[src/rtl/stopwatch_pkg.sv]
// Shared types and constants for the stopwatch engine.
// Latency: n/a (types, constants and a combinational decode helper only).
// Backpressure: n/a.
//
// Contents:
//   run_state_t : run-state enum {STOPPED, RUNNING}
//   SEG_LUT     : active-low {g..a} patterns for BCD 0..9
//   SEG_BLANK   : all segments off
//   seg_decode  : BCD code -> segment pattern; codes 10..15 give blank
package stopwatch_pkg;

    typedef enum logic {
        STOPPED = 1'b0,
        RUNNING = 1'b1
    } run_state_t;

    localparam logic [6:0] SEG_BLANK = 7'h7F;

    // Active-low segment patterns, bit order {g,f,e,d,c,b,a}.
    localparam logic [6:0] SEG_LUT [0:9] = '{
        7'b1000000,  // 0
        7'b1111001,  // 1
        7'b0100100,  // 2
        7'b0110000,  // 3
        7'b0011001,  // 4
        7'b0010010,  // 5
        7'b0000010,  // 6
        7'b1111000,  // 7
        7'b0000000,  // 8
        7'b0010000   // 9
    };

    // Codes above 9 never arise from the BCD chain; blank them so a
    // corrupted digit is visibly dark rather than showing a bogus glyph.
    function automatic logic [6:0] seg_decode(input logic [3:0] d);
        logic [6:0] pat;
        pat = SEG_BLANK;
        if (d <= 4'd9) begin
            pat = SEG_LUT[d];
        end
        return pat;
    endfunction

endpackage

[src/rtl/stopwatch_core_bcd_digit.sv]
// One decade of the BCD count chain: 0..9 with wrap and ripple carry.
// Latency: q updates on the clock edge after inc_in; carry_out is combinational.
// Backpressure: none; increments whenever inc_in is high.
//
// Ports:
//   clk, reset (async active-low), clr (sync clear, wins over inc_in)
//   inc_in    : advance this digit this cycle
//   q         : current digit value 0..9
//   carry_out : inc_in && q==9, i.e. the next digit should advance too
module bcd_digit (
    input  logic       clk,
    input  logic       reset,
    input  logic       clr,
    input  logic       inc_in,
    output logic [3:0] q,
    output logic       carry_out
);

    always_ff @(posedge clk or negedge reset) begin
        if (!reset) begin
            q <= 4'd0;
        end else if (clr) begin
            q <= 4'd0;
        end else if (inc_in) begin
            q <= (q == 4'd9) ? 4'd0 : q + 4'd1;
        end
    end

    assign carry_out = inc_in && (q == 4'd9);

endmodule

[src/rtl/stopwatch_core.sv]
// Stopwatch engine: button sync/edge detect, run FSM, BCD count, 7-seg scan.
// Latency: buttons act 3 cycles after rising; display outputs are registered (1 cycle).
// Backpressure: none; free-running, inputs are level/edge sampled every cycle.
//
// Optional feature: define STOPWATCH_LAP_EN to enable the lap hold (display
// snapshot frozen while counting continues). Without it the lap input is
// ignored and the display always shows the live count.
//
// Ports:
//   clk      : system clock, rising edge
//   reset    : asynchronous, active-low
//   start    : raw button; each rising edge toggles run/stop
//   clear    : raw level; while high clears counts, overflow, hold and stops
//   lap      : raw button; rising edge toggles display hold (lap builds only)
//   seg      : {g..a}, active-low, registered
//   decimal  : decimal point, active-low, registered
//   an       : digit enables, active-low one-hot, registered
//   running  : high while counting
//   overflow : sticky wrap flag from all-9s to all-0s
module stopwatch_core
    import stopwatch_pkg::*;
#(
    parameter int NUM_DIGITS  = 4,
    parameter int TICK_DIV    = 1_000_000,
    parameter int REFRESH_DIV = 100_000,
    parameter int DP_POS      = 2
) (
    input  logic                  clk,
    input  logic                  reset,
    input  logic                  start,
    input  logic                  clear,
    input  logic                  lap,
    output logic [6:0]            seg,
    output logic                  decimal,
    output logic [NUM_DIGITS-1:0] an,
    output logic                  running,
    output logic                  overflow
);

    localparam int TW    = $clog2(TICK_DIV);
    localparam int RW    = $clog2(REFRESH_DIV);
    localparam int IDX_W = $clog2(NUM_DIGITS);

    localparam logic [TW-1:0]    TICK_LAST = TW'(TICK_DIV - 1);
    localparam logic [RW-1:0]    REF_LAST  = RW'(REFRESH_DIV - 1);
    localparam logic [IDX_W-1:0] IDX_LAST  = IDX_W'(NUM_DIGITS - 1);

    // ------------------------------------------------------------------
    // Input synchronisers. start uses a third flop for edge detection;
    // clear is consumed as a level so it stops at the synchronised stage,
    // which keeps its action aligned with start/lap edges (3 cycles).
    // ------------------------------------------------------------------
    logic [2:0] start_sr;
    logic [1:0] clear_sr;
    logic       start_edge;
    logic       clear_lvl;

    always_ff @(posedge clk or negedge reset) begin
        if (!reset) begin
            start_sr <= 3'b000;
            clear_sr <= 2'b00;
        end else begin
            start_sr <= {start_sr[1:0], start};
            clear_sr <= {clear_sr[0], clear};
        end
    end

    assign start_edge = start_sr[1] & ~start_sr[2];
    assign clear_lvl  = clear_sr[1];

    // ------------------------------------------------------------------
    // Run-state FSM
    // ------------------------------------------------------------------
    run_state_t state_q;
    run_state_t state_d;

    always_ff @(posedge clk or negedge reset) begin
        if (!reset) begin
            state_q <= STOPPED;
        end else begin
            state_q <= state_d;
        end
    end

    // clear has priority over a start edge in the same cycle.
    always_comb begin
        state_d = state_q;
        if (clear_lvl) begin
            state_d = STOPPED;
        end else if (start_edge) begin
            state_d = (state_q == RUNNING) ? STOPPED : RUNNING;
        end
    end

    always_comb begin
        running = (state_q == RUNNING);
    end

    // ------------------------------------------------------------------
    // Tick prescaler. Holds while stopped so a restart resumes mid-period.
    // ------------------------------------------------------------------
    logic [TW-1:0] tick_cnt;
    logic          tick;

    assign tick = running && (tick_cnt == TICK_LAST);

    always_ff @(posedge clk or negedge reset) begin
        if (!reset) begin
            tick_cnt <= '0;
        end else if (clear_lvl) begin
            tick_cnt <= '0;
        end else if (running) begin
            tick_cnt <= tick ? '0 : tick_cnt + TW'(1);
        end
    end

    // ------------------------------------------------------------------
    // BCD count chain: inc[k] is the advance for digit k; inc[NUM_DIGITS]
    // fires only when every digit wraps, which is the overflow event.
    // ------------------------------------------------------------------
    logic [NUM_DIGITS:0]          inc;
    logic [NUM_DIGITS-1:0][3:0]   digits;

    assign inc[0] = tick;

    for (genvar g = 0; g < NUM_DIGITS; g++) begin : g_digit
        bcd_digit u_digit (
            .clk       (clk),
            .reset     (reset),
            .clr       (clear_lvl),
            .inc_in    (inc[g]),
            .q         (digits[g]),
            .carry_out (inc[g+1])
        );
    end

    always_ff @(posedge clk or negedge reset) begin
        if (!reset) begin
            overflow <= 1'b0;
        end else if (clear_lvl) begin
            overflow <= 1'b0;
        end else if (inc[NUM_DIGITS]) begin
            overflow <= 1'b1;
        end
    end

    // ------------------------------------------------------------------
    // Display source: live digits, or the lap snapshot while held.
    // ------------------------------------------------------------------
    logic [NUM_DIGITS-1:0][3:0] shown;

`ifdef STOPWATCH_LAP_EN
    logic [2:0]                 lap_sr;
    logic                       lap_edge;
    logic                       hold;
    logic [NUM_DIGITS-1:0][3:0] snap;

    always_ff @(posedge clk or negedge reset) begin
        if (!reset) begin
            lap_sr <= 3'b000;
        end else begin
            lap_sr <= {lap_sr[1:0], lap};
        end
    end

    assign lap_edge = lap_sr[1] & ~lap_sr[2];

    // First lap edge freezes the current count, second releases it.
    // clear drops the hold even if a lap edge lands in the same cycle.
    always_ff @(posedge clk or negedge reset) begin
        if (!reset) begin
            hold <= 1'b0;
            snap <= '0;
        end else if (clear_lvl) begin
            hold <= 1'b0;
        end else if (lap_edge) begin
            if (!hold) begin
                snap <= digits;
                hold <= 1'b1;
            end else begin
                hold <= 1'b0;
            end
        end
    end

    assign shown = hold ? snap : digits;
`else
    // lap exists on the pinout for board compatibility but has no function.
    logic lap_unused;
    assign lap_unused = lap;
    assign shown      = digits;
`endif

    // ------------------------------------------------------------------
    // Multiplexed scan: refresh counter free-runs regardless of run state.
    // ------------------------------------------------------------------
    logic [RW-1:0]    ref_cnt;
    logic [IDX_W-1:0] idx;

    always_ff @(posedge clk or negedge reset) begin
        if (!reset) begin
            ref_cnt <= '0;
            idx     <= '0;
        end else if (ref_cnt == REF_LAST) begin
            ref_cnt <= '0;
            idx     <= (idx == IDX_LAST) ? '0 : idx + IDX_W'(1);
        end else begin
            ref_cnt <= ref_cnt + RW'(1);
        end
    end

    always_ff @(posedge clk or negedge reset) begin
        if (!reset) begin
            an      <= '1;
            seg     <= SEG_BLANK;
            decimal <= 1'b1;
        end else begin
            an      <= ~(NUM_DIGITS'(1) << idx);
            seg     <= seg_decode(shown[idx]);
            decimal <= (int'(idx) == DP_POS) ? 1'b0 : 1'b1;
        end
    end

endmodule

[config.mk]
export PLATFORM = sky130hd
export DESIGN_NAME = stopwatch_core
export DESIGN_NICKNAME = d
export VERILOG_FILES = /design/src/rtl/stopwatch_pkg.sv /design/src/rtl/stopwatch_core_bcd_digit.sv /design/src/rtl/stopwatch_core.sv
export SDC_FILE = /design/constraint.sdc
export NUM_CORES = 1
export LEC_CHECK = 0
export ABC_AREA = 1
export CORE_MARGIN = 2
export CORE_UTILIZATION = 25
export DETAILED_ROUTE_END_ITERATION = 16
export DONT_BUFFER_PORTS = 1
export GPL_ROUTABILITY_DRIVEN = 0
export HOLD_SLACK_MARGIN = 0.03
export PLACE_DENSITY = 0.42
export SLEW_MARGIN = 20
export SYNTH_ARGS = -nofsm -noshare
export SYNTH_HDL_FRONTEND = slang
export SYNTH_SLANG_ARGS = --single-unit
[constraint.sdc]
create_clock -name clk -period 2.98 [get_ports clk]
set_input_delay 0.298 -clock clk [delete_from_list [all_inputs] [get_ports clk]]
set_output_delay 0.298 -clock clk [all_outputs]
set_load 0.03 [all_outputs]
==> impl_metrics.yaml <==
clock_network:
  clock_tree.buffer_depth: 2
  root_buffer: "clkbuf_16"
  cts_sinks: 73
  post-cts-setup-buffers: 0
  numCtsBuffers: 9
  cts.clk_slew.worst_paths_ns: 0.05
  htree_levels: 3
  cts_tree: "yes"
  ctsHoldBuffers: 4
  cts_resized: 0
  insertion_delay_ns: 0.34
global_routing:
  grt_pass1_wl_um: 14600
  grt_busiest_layer: "met2"
  antenna_found_initial: 0
  grt_pass1_vias: 3034
  grt_start_max_net_pins: 74
  grtUsageMet1: 0.142
  overflow: 0
  grtUsageTotal: 0.109
  met3_usage: 0.0309
  grt_use_met2: 0.176
placed_design:
  placed_area_um2: 4230
  hpwl_um: 5950
  io_buffer_count: 0
floorplanning:
  ios: 19
  num_rows: 46
  initial_core_util: 0.254
  coreArea_um2: 15800
  die_x_um: 130
  die_area_um2: 17000
  die_y_um: 130
pwr:
  peakVddDrop_mv: 0.252
  finalPower_mw: 2.12
  power.density_nw_per_um2: 467
  power_leakage_nw: 2.11
finish:
  final_cell_area_um2: 4540
  drive_gt1_frac: 0.113
  fin_nets: 516
  diodes: 0
  syn2layout_area_growth_pct: 13.6
synthesis:
  ys_warn_count: 0
  ys_seq_elements: 73
  synthCells: 483
  syn_avg_cell_area_um2: 8.28
  yosys.cell_types.count: 39
  syn_area_um2: 4000
  synth_seq_area_share: 0.460
  syn-num-nets: 507
worst_setup_path:
  path_class: "reg2reg"
  worstPathArrival_ns: 2.44
  worstPathRequired_ns: 3.23
  critPathLaunchType: "register"
  reg2reg_slack_ns: 0.79
  path_max_fanout: 15
  cp-end-kind: "register"
sta:
  slew_violations: 0
  slew_headroom: 0.647
  rsz0062_at_grt: "no"
  hold_viol: 0
  finalSetupViolCount: 0
  fin_skew_ns: 0.00535
  finalCritPeriodShare: 0.735
  max_freq_mhz: 456
  layout_min_cycle_time_ns: 2.19
  tns_ns: 0
  tightest_slew_ns: 0.530
route:
  vias: 3033
  drt_iter0_drc: 147
  drc_errors: 0
  detail_route.first_pass.iterations: 4
  ant_nets: 0
  vias_per_cell: 4.25
  wl_per_cell_um: 11.7
  wirelength_um: 8330
run_status:
  status: "finished clean"
hold_path:
  hold_class: "reg2reg"
run:
  maxCapViolations: 0
## layout make-up
type,instances,area (um2)
tap,216,270
clock inverter,1,5.00
fill,1740,11200
timing repair buffer,4,57.6
sequential,73,1840
clock buffer,15,248
multi-input combinational,326,1830
inverter,78,293
## per-stage QoR
step	utilization	hold slack (ns)	worst slack (ns)	cells
CTS	0.288	0.353	0.814	713
finish	0.288	0.348	0.789	713
floorplan	-	0.00241	1.26	483
detailed placement	0.268	0.00538	0.831	693
global route	0.288	0.366	0.502	713
global placement	0.268	0.00544	0.853	693
## placed cells by master, fill, tap and decap left out, drive strengths merged, types with 2 or more instances in the layout
master       count
dfstp           11
xor2            12
a32oi            2
o21ai           33
nor3b            2
nor3            12
nor2            65
ha              19
nand4           10
inv             78
dlygate4sd3      3
nand3           48
clkbuf          15
nand2           88
xnor2            5
a21oi           20
dfrtp           62
## flip-flops by register name, indices dropped and copies added, names as in the netlist
signal / flops
an: 4
tick_cnt: 20
running: 1
ref_cnt: 17
clear_sr: 2
idx: 2
start_sr: 3
g_digit.u_digit.q: 16
overflow: 1
seg: 7
## worst paths after layout
path / from / to / cells after the start
worst max register to register: idx[0] / seg[4] / 8
worst min register to register: start_sr[0] / start_sr[1] / 0
min in group asynchronous: reset / tick_cnt[17] / 2
worst min-delay path: start_sr[0] / start_sr[1] / 0
worst max-delay path: idx[0] / seg[4] / 8
max in group asynchronous: reset / seg[4] / 2
## routing by layer
layer  share of wire  vias up
met5               0        -
li1                -     1566
met1            0.49     1426
met2            0.47       31
met4           0.016        0
met3           0.029       10
## power by group
group          internal [mW]  leakage [nW]  switching, mW
clock                  0.564         0.122          0.399
sequential              1.01         0.949         0.0362
combinational         0.0342          1.04         0.0737
## cells by family after synthesis
logic type / synth area share
xor gates and xnor gates: 0.0372
DFF: 0.460
AOI/OAI and AO/OA: 0.0804
and+or+nand+nor: 0.278
adders and majority gates: 0.0594
buffers and inverters: 0.0823
muxes: 0.00282
## synth_stat cells (all sizes together)
library cell   n  area share
o211ai         1      0.0019
buf            5      0.0081
dfrtp         62        0.39
ha            19       0.059
nand3         48       0.064
a32oi          2      0.0044
nand2         88       0.092
mux2           1      0.0028
inv           78       0.073
a31oi          1      0.0016
o22ai          1      0.0016
o21ai         33       0.042
xnor2          5       0.011
a211oi         1      0.0019
clkbuf         1     0.00094
a21oi         20       0.025
dfstp         11       0.072
nand4         10       0.016
nor2          65       0.079
and2           1      0.0016
nor3          12       0.016
nor3b          2      0.0038
o31ai          1      0.0019
or2            1      0.0016
nor4           1      0.0016
xor2          12       0.026
nand3b         1      0.0019
## worst max-delay path, cell delays in order (launching register included)
cell	delay, ns
dfrtp_1	0.52
inv_1	0.28
nand2_1	0.08
a32oi_1	0.38
inv_1	0.15
ha_1	0.21
o21ai_0	0.17
nand2_1	0.17
o211ai_1	0.15
No activity file was read; power rests on OpenSTA's default activity.
